`src/rtl/sram_like_pkg.sv`:
```
// Shared types and helpers for the SRAM-like bus bridge: channel FSM states
// and the byte-enable to (size, byte offset) encoding.
package sram_like_pkg;

    typedef enum logic [1:0] {
        IDLE = 2'd0,
        ADDR = 2'd1,
        DATA = 2'd2,
        HOLD = 2'd3
    } state_e;

    localparam logic [2:0] SIZE_BYTE  = 3'd0;
    localparam logic [2:0] SIZE_HALF  = 3'd1;
    localparam logic [2:0] SIZE_WORD  = 3'd2;
    localparam logic [2:0] SIZE_DWORD = 3'd3;

    // Widest byte-enable the helper handles (DATA_W up to 512).
    localparam int MAX_SEL_W = 64;

    typedef struct packed {
        logic [2:0] size;
        logic [5:0] off;
    } size_off_t;

    // Power-of-two enable counts map to a narrow access at the lowest enabled
    // lane; any other pattern becomes an aligned full-width access.
    function automatic size_off_t wen_to_size_off(input logic [MAX_SEL_W-1:0] wen,
                                                  input logic [2:0]           full_size);
        size_off_t r;
        int        pop;
        logic      found;
        r.size = full_size;
        r.off  = '0;
        pop    = 0;
        found  = 1'b0;
        for (int i = 0; i < MAX_SEL_W; i++) begin
            if (wen[i]) begin
                pop = pop + 1;
                if (!found) begin
                    r.off = 6'(i);
                    found = 1'b1;
                end
            end
        end
        if (pop != 0 && (pop & (pop - 1)) == 0) begin
            r.size = 3'd0;
            for (int k = 1; k < 7; k++) begin
                if (pop == (1 << k)) r.size = 3'(k);
            end
        end else begin
            r.off = '0;
        end
        return r;
    endfunction

endpackage

```
`src/rtl/sram_like_channel.sv`:
```
// One split-transaction channel: registers the core request, runs the
// IDLE/ADDR/DATA/HOLD handshake and reports whether the core must stall.
module sram_like_channel
    import sram_like_pkg::*;
#(
    parameter int ADDR_W = 32,
    parameter int DATA_W = 32,
    localparam int SEL_W = DATA_W / 8
) (
    input  logic              clk,
    input  logic              rst,
    input  logic              en_i,
    input  logic [SEL_W-1:0]  wen_i,
    input  logic [ADDR_W-1:0] addr_i,
    input  logic [DATA_W-1:0] wdata_i,
    input  logic              stall_i,
    output logic              busy_o,
    output logic [DATA_W-1:0] cpu_rdata_o,
    output logic              req_o,
    output logic              wr_o,
    output logic [2:0]        size_o,
    output logic [ADDR_W-1:0] addr_o,
    output logic [DATA_W-1:0] wdata_o,
    input  logic              addr_ok_i,
    input  logic              data_ok_i,
    input  logic [DATA_W-1:0] rdata_i,
    output state_e            state_o
);

    localparam logic [2:0]        FULL_SIZE = 3'($clog2(SEL_W));
    localparam logic [ADDR_W-1:0] OFF_MASK  = ADDR_W'(SEL_W - 1);

    state_e            state_q, state_d;
    logic              wr_q, wr_d;
    logic [2:0]        size_q, size_d;
    logic [ADDR_W-1:0] addr_q, addr_d;
    logic [DATA_W-1:0] wdata_q, wdata_d;
    logic [DATA_W-1:0] rdata_q, rdata_d;
    size_off_t         so;

    always_comb begin
        state_d = state_q;
        wr_d    = wr_q;
        size_d  = size_q;
        addr_d  = addr_q;
        wdata_d = wdata_q;
        rdata_d = rdata_q;
        so      = wen_to_size_off(MAX_SEL_W'(wen_i), FULL_SIZE);
        case (state_q)
            IDLE: begin
                if (en_i) begin
                    state_d = ADDR;
                    wdata_d = wdata_i;
                    if (wen_i == '0) begin
                        wr_d   = 1'b0;
                        size_d = FULL_SIZE;
                        addr_d = addr_i;
                    end else begin
                        wr_d   = 1'b1;
                        size_d = so.size;
                        addr_d = (addr_i & ~OFF_MASK) | (ADDR_W'(so.off) & OFF_MASK);
                    end
                end
            end
            ADDR: begin
                // data_ok without addr_ok belongs to no request of ours.
                if (addr_ok_i) begin
                    if (data_ok_i) begin
                        state_d = HOLD;
                        if (!wr_q) rdata_d = rdata_i;
                    end else begin
                        state_d = DATA;
                    end
                end
            end
            DATA: begin
                if (data_ok_i) begin
                    state_d = HOLD;
                    if (!wr_q) rdata_d = rdata_i;
                end
            end
            HOLD: begin
                if (!stall_i) state_d = IDLE;
            end
            default: state_d = IDLE;
        endcase
    end

    always_ff @(posedge clk) begin
        if (rst) begin
            state_q <= IDLE;
            wr_q    <= 1'b0;
            size_q  <= '0;
            addr_q  <= '0;
            wdata_q <= '0;
            rdata_q <= '0;
        end else begin
            state_q <= state_d;
            wr_q    <= wr_d;
            size_q  <= size_d;
            addr_q  <= addr_d;
            wdata_q <= wdata_d;
            rdata_q <= rdata_d;
        end
    end

    assign busy_o      = (state_q == IDLE && en_i) || state_q == ADDR || state_q == DATA;
    assign req_o       = (state_q == ADDR);
    assign wr_o        = wr_q;
    assign size_o      = size_q;
    assign addr_o      = addr_q;
    assign wdata_o     = wdata_q;
    assign cpu_rdata_o = rdata_q;
    assign state_o     = state_q;

endmodule

```
`src/rtl/sram_like_bridge.sv`:
```
// Bridges the core's single-cycle fetch and load/store ports to an SRAM-like
// bus; the core stalls until both channels have finished this cycle's access.
module sram_like_bridge
    import sram_like_pkg::*;
#(
    parameter int ADDR_W = 32,
    parameter int DATA_W = 32,
    localparam int SEL_W = DATA_W / 8
) (
    input  logic              clk,
    input  logic              rst,
    input  logic              cpu_inst_en,
    input  logic [ADDR_W-1:0] cpu_inst_addr,
    output logic [DATA_W-1:0] cpu_inst_rdata,
    input  logic              cpu_data_en,
    input  logic [SEL_W-1:0]  cpu_data_wen,
    input  logic [ADDR_W-1:0] cpu_data_addr,
    input  logic [DATA_W-1:0] cpu_data_wdata,
    output logic [DATA_W-1:0] cpu_data_rdata,
    output logic              cpu_stall,
    output logic              inst_req,
    output logic              inst_wr,
    output logic [2:0]        inst_size,
    output logic [ADDR_W-1:0] inst_addr,
    output logic [DATA_W-1:0] inst_wdata,
    input  logic              inst_addr_ok,
    input  logic              inst_data_ok,
    input  logic [DATA_W-1:0] inst_rdata,
    output logic              data_req,
    output logic              data_wr,
    output logic [2:0]        data_size,
    output logic [ADDR_W-1:0] data_addr,
    output logic [DATA_W-1:0] data_wdata,
    input  logic              data_addr_ok,
    input  logic              data_data_ok,
    input  logic [DATA_W-1:0] data_rdata,
    output state_e            dbg_inst_state,
    output state_e            dbg_data_state
);

    logic busy_inst, busy_data;

    sram_like_channel #(.ADDR_W(ADDR_W), .DATA_W(DATA_W)) u_inst (
        .clk         (clk),
        .rst         (rst),
        .en_i        (cpu_inst_en),
        .wen_i       ('0),
        .addr_i      (cpu_inst_addr),
        .wdata_i     ('0),
        .stall_i     (cpu_stall),
        .busy_o      (busy_inst),
        .cpu_rdata_o (cpu_inst_rdata),
        .req_o       (inst_req),
        .wr_o        (inst_wr),
        .size_o      (inst_size),
        .addr_o      (inst_addr),
        .wdata_o     (inst_wdata),
        .addr_ok_i   (inst_addr_ok),
        .data_ok_i   (inst_data_ok),
        .rdata_i     (inst_rdata),
        .state_o     (dbg_inst_state)
    );

    sram_like_channel #(.ADDR_W(ADDR_W), .DATA_W(DATA_W)) u_data (
        .clk         (clk),
        .rst         (rst),
        .en_i        (cpu_data_en),
        .wen_i       (cpu_data_wen),
        .addr_i      (cpu_data_addr),
        .wdata_i     (cpu_data_wdata),
        .stall_i     (cpu_stall),
        .busy_o      (busy_data),
        .cpu_rdata_o (cpu_data_rdata),
        .req_o       (data_req),
        .wr_o        (data_wr),
        .size_o      (data_size),
        .addr_o      (data_addr),
        .wdata_o     (data_wdata),
        .addr_ok_i   (data_addr_ok),
        .data_ok_i   (data_data_ok),
        .rdata_i     (data_rdata),
        .state_o     (dbg_data_state)
    );

    assign cpu_stall = busy_inst | busy_data;

endmodule

```
`config.mk`:
```
export PLATFORM = sky130hd
export DESIGN_NAME = sram_like_bridge
export DESIGN_NICKNAME = d
export VERILOG_FILES = /design/src/rtl/sram_like_pkg.sv /design/src/rtl/sram_like_channel.sv /design/src/rtl/sram_like_bridge.sv
export SDC_FILE = /design/constraint.sdc
export NUM_CORES = 1
export LEC_CHECK = 0
export BUFFER_PORTS_ARGS = -buffer_cell sky130_fd_sc_hd__buf_2
export CORE_AREA = 2 2 148 150
export DETAILED_ROUTE_END_ITERATION = 7
export DIE_AREA = 0 0 150 152
export GPL_TIMING_DRIVEN = 0
export PLACE_DENSITY = 0.66
export SYNTH_ARGS = -nofsm -noshare
export SYNTH_HDL_FRONTEND = slang
export SYNTH_SLANG_ARGS = --single-unit
```
`constraint.sdc`:
```
create_clock -name clk -period 1.9 [get_ports clk]
set_input_delay 0.095 -clock clk [delete_from_list [all_inputs] [get_ports clk]]
set_output_delay 0.095 -clock clk [all_outputs]
set_load 0.02 [all_outputs]
```
Word-level counts from Yosys, hierarchy flattened
Cells that the tools add are included.
{ "classes": {"n_mux": 42, "n_bitwise": 3, "add_sub_neg": 4, "reduce_logical": 20, "div": 0, "n_shift": 0, "n_lt_le_gt_ge": 0, "n_eq_ne": 20, "multipliers": 0} }
{ "ops": {"columns": ["op", "n"], "rows": [
  ["32-bit 2-to-1 mux", 9],
  ["32-bit case mux with 2 select lines", 2],
  ["32-bit by 2-bit adder with 32-bit output, second input constant", 2],
  ["32-bit AND", 1],
  ["32-bit by 3-bit == test with 1-bit output, second input constant", 1],
  ["32-bit by 4-bit == test with 1-bit output, second input constant", 1],
  ["32-bit by 5-bit == test with 1-bit output, second input constant", 1],
  ["32-bit by 6-bit == test with 1-bit output, second input constant", 1],
  ["32-bit by 7-bit == test with 1-bit output, second input constant", 1],
  ["32-bit by 8-bit == test with 1-bit output, second input constant", 1],
  ["32-bit zero test", 1],
  ["32-bit by 2-bit OR with 32-bit output", 1],
  ["32-bit nonzero test", 1],
  ["32-bit by 2-bit subtractor with 32-bit output, second input constant", 1],
  ["2-bit 2-to-1 mux", 14],
  ["2-bit case mux with 4 select lines", 2],
  ["3-bit 2-to-1 mux", 5],
  ["2-bit != test, second input constant", 6],
  ["1-bit 2-to-1 mux", 10],
  ["2-bit == test, second input constant", 4],
  ["2-bit AND reduction", 4],
  ["4-bit AND reduction", 2],
  ["2-bit by 1-bit == test with 1-bit output, second input constant", 2],
  ["2-bit zero test", 2],
  ["7 further kinds", 14]
]} }
{ "word_totals": {"mem_bits_rw": 0, "romBits": 0, "output_inout_bits": 207, "regBits": 169, "elab_cells": 99, "inputBits": 172, "mem_count": 0, "latch_bits": 0} }

Logic depth before layout (Yosys ltp)
{ "depth": {"ltp_word": 16, "ltp_mapped": 10, "mapped_depth_nobuf": 10} }

By module
From an unflattened synthesis, not the netlist that was laid out.
{ "hier_totals": {"cells_unflattened": 1006, "hier_area_um2": 7891.3} }
{ "by_module_without_submodules": {"columns": ["module", "area_each_um2", "seq_area_each_um2", "cells_each", "n_inst"], "rows": [
  ["sram_like_channel at u_data", 3943.8, 2021.9, 501, 1],
  ["sram_like_channel at u_inst", 3937.5, 2021.9, 503, 1],
  ["sram_like_bridge", 10.0, 0.0, 2, 1]
]} }

Worst setup path before layout
Ideal clock, no wire load.
{ "synth_timing": {"kind": "register to register", "startpoint": "register u_inst.state_q[1], in the netlist u_inst.state_o[1]", "endpoint": "register u_data.state_q[0], in the netlist u_data.state_o[0]", "required_ps": 1805, "path_slack_ps": -451, "arrival_time_ps": 2256, "path_buffers": 0, "setup_ps": 95, "synth_period_minus_slack_ps": 2351, "stages_incl_launch_ff": 8, "path_cell_list": "dfxtp_1 > inv_1 > ha_1 > nor4_4 > nand3_2 > a2111oi_4 > o21ai_1 > a221oi_1"} }
{ "synth_between": {"word_cells_on_any_way": 9, "classes_between": "eq/ne (3); bitwise (1); reduce/logical (5)"} }
{ "synth_lines": {"columns": ["element", "line_no", "source"], "rows": [
  ["start: declaration", "sram_like_channel.sv:33", "state_e state_q, state_d;"],
  ["start signal: assignment", "sram_like_channel.sv:98", "state_q <= state_d;"],
  ["2-bit by 1-bit == test with 1-bit output", null, null],
  ["named net inst_req", "sram_like_bridge.sv:21", "output logic inst_req,"],
  ["1-bit logical OR (2 in series)", "sram_like_channel.sv:107", "assign busy_o = (state_q == IDLE && en_i) || state_q == ADDR || state_q == DATA;"],
  ["1-bit OR", "sram_like_bridge.sv:85", "assign cpu_stall = busy_inst | busy_data;"],
  ["named net cpu_stall", "sram_like_bridge.sv:20", "output logic cpu_stall,"],
  ["2-bit != test (no line)", null, null],
  ["4-bit AND reduction (no line)", null, null],
  ["end signal: assignment", "sram_like_channel.sv:98", null],
  ["end: declaration", "sram_like_channel.sv:33", null]
]} }
The timed path passes the listed nets, and every way through them passes these cells.
A chain may end at the register's enable or synchronous reset.

Worst setup path in the final report
{ "layout_timing": {"startpoint": "register u_inst.state_q[1], in the netlist u_inst.state_o[1]", "endpoint": "output port cpu_stall"} }
{ "layout_between": {"elab_chain_len": 5, "word_cells_on_any_way": 7, "classes_between": "eq/ne (2); bitwise (1); reduce/logical (4)"} }
{ "layout_rtl": {"columns": ["element", "line_no"], "rows": [
  ["2-bit zero test", "sram_like_channel.sv:107"],
  ["1-bit logical AND", "sram_like_channel.sv:107"],
  ["1-bit logical OR", "sram_like_channel.sv:107"],
  ["1-bit logical OR (*)", "sram_like_channel.sv:107"],
  ["1-bit OR (*)", "sram_like_bridge.sv:85"],
  ["end: declaration", "sram_like_bridge.sv:20"]
]} }
Mark *: on every way between the ends. The rest lies on a longest branch, timed or not.

==> run_summary.xml <==
<?xml version="1.0" encoding="UTF-8"?>
<metrics>
  <group name="route">
    <metric name="via_to_cell_ratio" unit="">4.45</metric>
    <metric name="firstDrtPassIters" unit="">4</metric>
    <metric name="drt_wl_total" unit="um">23900</metric>
    <metric name="drtAntennaViolNets" unit="">0</metric>
    <metric name="drc" unit="">0</metric>
    <metric name="wl_per_cell" unit="um">14.2</metric>
    <metric name="initialDrtViolationCount" unit="">307</metric>
    <metric name="vias" unit="">7470</metric>
  </group>
  <group name="synthesis">
    <metric name="yosys-top-cells-count" unit="">nand2_1, dfxtp_1, a21oi_1</metric>
    <metric name="postSynthRegisterBits" unit="">168</metric>
    <metric name="ys.flop_type" unit="">dfxtp_1</metric>
    <metric name="number_of_distinct_library_cell_variants_in_the_gate_level_netlist_after_synthesis" unit="">41</metric>
    <metric name="synth_top_area_cell" unit="">dfxtp_1</metric>
    <metric name="synth.cell_area" unit="um2">6550</metric>
    <metric name="postSynth.asyncResetShare" unit="%">0</metric>
    <metric name="syn-mean-instance-area" unit="um2">7.86</metric>
    <metric name="syn_inst" unit="">834</metric>
    <metric name="yosys-top-cells-area" unit="">dfxtp_1, nand2_1, a21oi_1, buf_4, clkbuf_1</metric>
    <metric name="synth_top_family_by_area" unit="">simple AND/OR/NAND/NOR gates</metric>
    <metric name="synth-edff-count" unit="">0</metric>
    <metric name="yosysTopAreaCellShare" unit="%">51.3</metric>
    <metric name="post_synth_xor_area_fraction" unit="%">0.802</metric>
    <metric name="synth_compound_gate_area_share" unit="%">14.9</metric>
    <metric name="synth_seq_area_share" unit="%">51.3</metric>
    <metric name="synthesis.yosys.warnings" unit="">0</metric>
    <metric name="synthMostInstantiatedCell" unit="">nand2_1</metric>
    <metric name="synthMuxAreaShare" unit="%">0.477</metric>
    <metric name="synth_simple_gate_area_share" unit="%">21.8</metric>
    <metric name="synthAdderAreaFrac" unit="%">2.67</metric>
  </group>
  <group name="clocking">
    <metric name="cts.sinks" unit="">168</metric>
    <metric name="cts-root-to-sink-buffers" unit="">2</metric>
    <metric name="cts_tree" unit="">built</metric>
    <metric name="insertion_delay" unit="ps">420</metric>
    <metric name="worst_setup_hold_path_clk_slew" unit="ps">60</metric>
    <metric name="clockRootBuffer" unit="">clkbuf_16</metric>
    <metric name="cts_made_buffers" unit="">17</metric>
    <metric name="htreeDepth" unit="">4</metric>
  </group>
  <group name="floorplan">
    <metric name="die_x" unit="um">150</metric>
    <metric name="floorplan.rows" unit="">54</metric>
    <metric name="starting_density" unit="%">30.7</metric>
    <metric name="floorplan.io_pins" unit="">379</metric>
    <metric name="design.die.area" unit="um2">22800</metric>
    <metric name="core-area" unit="um2">21400</metric>
    <metric name="floorplan.die.height" unit="um">152</metric>
  </group>
  <group name="critical_path">
    <metric name="worstSetupStartpoint" unit="">u_inst.state_o[1]</metric>
    <metric name="setup.worst_path.class" unit="">register to primary output</metric>
    <metric name="timing.critical_path.arrival" unit="ps">1860</metric>
    <metric name="rr_worst_depth" unit="">8</metric>
    <metric name="worstReg2RegEnd" unit="">u_data.state_o[1]</metric>
    <metric name="timing.critical_path.from_type" unit="">register</metric>
    <metric name="path_max_fanout" unit="">5</metric>
    <metric name="r2r_slack" unit="ps">-50</metric>
    <metric name="worst_ep_required_time" unit="ps">1800</metric>
    <metric name="critical_path_sink_type" unit="">primary output</metric>
    <metric name="timing.rr.start" unit="">u_inst.state_o[1]</metric>
  </group>
  <group name="place">
    <metric name="post-dp-hpwl" unit="um">16300</metric>
    <metric name="gpl.final_weighted_congestion" unit="">0.813</metric>
    <metric name="port_buffers" unit="">339</metric>
    <metric name="detailedPlace.worstSlack" unit="ps">-580</metric>
    <metric name="post-place-cells" unit="">1488</metric>
  </group>
  <group name="global_route">
    <metric name="grt_pass1_wl" unit="um">37800</metric>
    <metric name="grt.total_usage" unit="%">20.8</metric>
    <metric name="pin_count_of_the_biggest_net_entering_global_routing" unit="">17</metric>
    <metric name="grt_pass1_vias" unit="">7616</metric>
    <metric name="grt_antenna_before_repair" unit="">0</metric>
    <metric name="gr-total-overflow" unit="">0</metric>
  </group>
  <group name="power">
    <metric name="internal_power" unit="mW">8.06</metric>
    <metric name="power.share.switching" unit="%">38.9</metric>
    <metric name="report.power.total" unit="mW">13.2</metric>
    <metric name="switching_power" unit="mW">5.12</metric>
    <metric name="comb_power_share" unit="%">39.1</metric>
    <metric name="pwr-share-clk" unit="%">26.0</metric>
    <metric name="seqPwrFrac" unit="%">34.9</metric>
    <metric name="cellLeakagePower" unit="nW">5.20</metric>
    <metric name="ir_drop" unit="V">0.000542</metric>
    <metric name="powerDensity" unit="nW/um2">1190</metric>
  </group>
  <group name="outcome">
    <metric name="run_status" unit="">finished, violations left</metric>
    <metric name="failing_checks" unit="">setup timing</metric>
  </group>
  <group name="final_layout">
    <metric name="syn_to_final_growth" unit="%">68.8</metric>
    <metric name="final_net_count" unit="">1573</metric>
    <metric name="final_layout_size_suffix_gt1_share" unit="%">32.9</metric>
    <metric name="number_of_filler_instances_in_the_final_layout" unit="">1979</metric>
    <metric name="final_core_utilization" unit="%">51.8</metric>
    <metric name="n_antenna_cell" unit="">0</metric>
    <metric name="post_layout_nonfiller_instances" unit="">1680</metric>
  </group>
  <group name="sta">
    <metric name="layout_setup_ws" unit="ps">-54.4</metric>
    <metric name="timing_worst_slew_pin_value" unit="ps">826</metric>
    <metric name="number_of_failing_setup_endpoints_in_the_final_timing_report" unit="">2</metric>
    <metric name="timing.slew.headroom" unit="%">44.9</metric>
    <metric name="timing.hold.ws" unit="ps">29.7</metric>
    <metric name="clock-skew-final" unit="ps">12.8</metric>
    <metric name="achievable-frequency" unit="GHz">0.512</metric>
    <metric name="unrepaired_setup_endpoints_after_global_routing" unit="">yes</metric>
    <metric name="final_hold_viol_count" unit="">0</metric>
    <metric name="final_max_slew_viol_count" unit="">0</metric>
    <metric name="finalWorstPathRequiredPeriod" unit="ps">1950</metric>
    <metric name="post_route_clock_period_utilization" unit="%">103</metric>
  </group>
  <group name="min_path">
    <metric name="min_path_type" unit="">input pin to register</metric>
    <metric name="worst_hold_path.endpoint" unit="">u_data.addr_o[1]</metric>
    <metric name="hp-start" unit="">cpu_data_addr[1]</metric>
    <metric name="holdPathStages" unit="">3</metric>
  </group>
  <group name="flow_run">
    <metric name="max_cap_viols" unit="">0</metric>
  </group>
</metrics>
==> flip-flops by register name, indices dropped and copies added (netlist names) <==
register / flops
u_data.wr_o: 1
u_inst.addr_o: 32
u_inst.state_o: 2
u_data.state_o: 2
u_inst.size_o: 1
u_data.size_o: 2
u_data.wdata_o: 32
u_data.cpu_rdata_o: 32
u_inst.cpu_rdata_o: 32
u_data.addr_o: 32
==> critical path, cell delays in order (launching register included) <==
cell and delay [ps]:
dfxtp_4 380, inv_4 50, ha_4 180, nor4_4 290, nand3_2 150, buf_4 170, buf_6 100, buf_6 120
==> stage by stage <==
stage,area [um2],TNS (ps)
2_1_floorplan,6750,-47.6
3_3_place_gp,8790,-19070
3_5_place_dp,8790,-20110
4_1_cts,11000,-48.5
5_1_grt,11100,-525
6_report,11100,-106
==> kinds of logic (layout without fill, tap and decap cells) <==
kind of cell,count (synthesis),after routing
adders and majority gates,14,14
and+or+nand+nor,358,358
DFF,168,168
muxes,3,3
xor gates and xnor gates,6,6
AOI/OAI and AO/OA,181,181
buffers and inverters,103,634
other,1,36
==> cell type report <==
type	count	area (um2)	share of cell area, %
Multi-Input combinational cell	598	2870	26.0
Timing Repair Buffer	502	3330	30.1
Buffer	90	520	4.70
Sequential cell	168	3380	30.5
Inverter	10	47.5	0.430
Clock buffer	21	460	4.16
Clock inverter	11	110	0.995
Tap cell	280	350	3.17
==> power groups by stage <==
stage | Clock (mW) | Combinational (mW) | Sequential, mW
finish | 3.42 | 5.15 | 4.60
global route | 3.63 | 5.67 | 4.68
CTS | 3.51 | 5.01 | 4.59
detailed placement | 0 | 4.64 | 4.66
global placement | 0 | 4.61 | 4.64
floorplan | 0 | 2.22 | 5.46
==> layout by cell type, fill, tap and decap left out, types with 2 or more instances in the layout <==
cell,instances
a311oi_1,2
inv_1,6
clkbuf_4,5
nand2_1,323
nor2b_1,3
nor2_1,11
buf_6,2
ha_4,3
nand3_1,4
buf_4,41
clkbuf_16,17
a211oi_1,3
inv_6,5
o21ai_0,2
inv_4,3
a21oi_1,161
mux2i_1,2
dlygate4sd3_1,158
clkbuf_2,16
a221oi_1,2
clkinvlp_4,3
xor2_1,4
dfxtp_1,164
clkbuf_1,29
ha_1,10
o21ai_1,2
nand4b_1,2
and2_1,4
conb_1,36
dfxtp_4,4
buf_2,342
clkbuf_8,2
==> worst max path at each step <==
stage                              end  slack (ps)  cells past startpoint
floorplan            u_data.state_o[0]         -50                      7
global placement    u_data.wdata_o[11]        -590                      8
detailed placement  u_data.wdata_o[10]        -580                      8
CTS                  u_data.state_o[0]         -40                      7
global route         u_data.state_o[0]        -190                      7
finish                       cpu_stall         -50                      7
==> timing repair <==
action                     4_1_cts  5_1_grt
hold buffers                   158        0
hold endpoints to repair       158        0
buffers inserted                 2        3
pin swaps                        0        1
gates resized for setup         23       34
setup endpoints to repair      125      146
==> layer usage <==
metal / up-vias / global-route usage, % / part of all wire, %
li1: 3728 / - / -
met1: 3373 / 22.5 / 39
met2: 308 / 38.1 / 51
met3: 61 / 4.89 / 7.1
met4: 0 / 9.25 / 3.3
met5: - / 0 / 0
No activity file was read; power rests on OpenSTA's default activity.
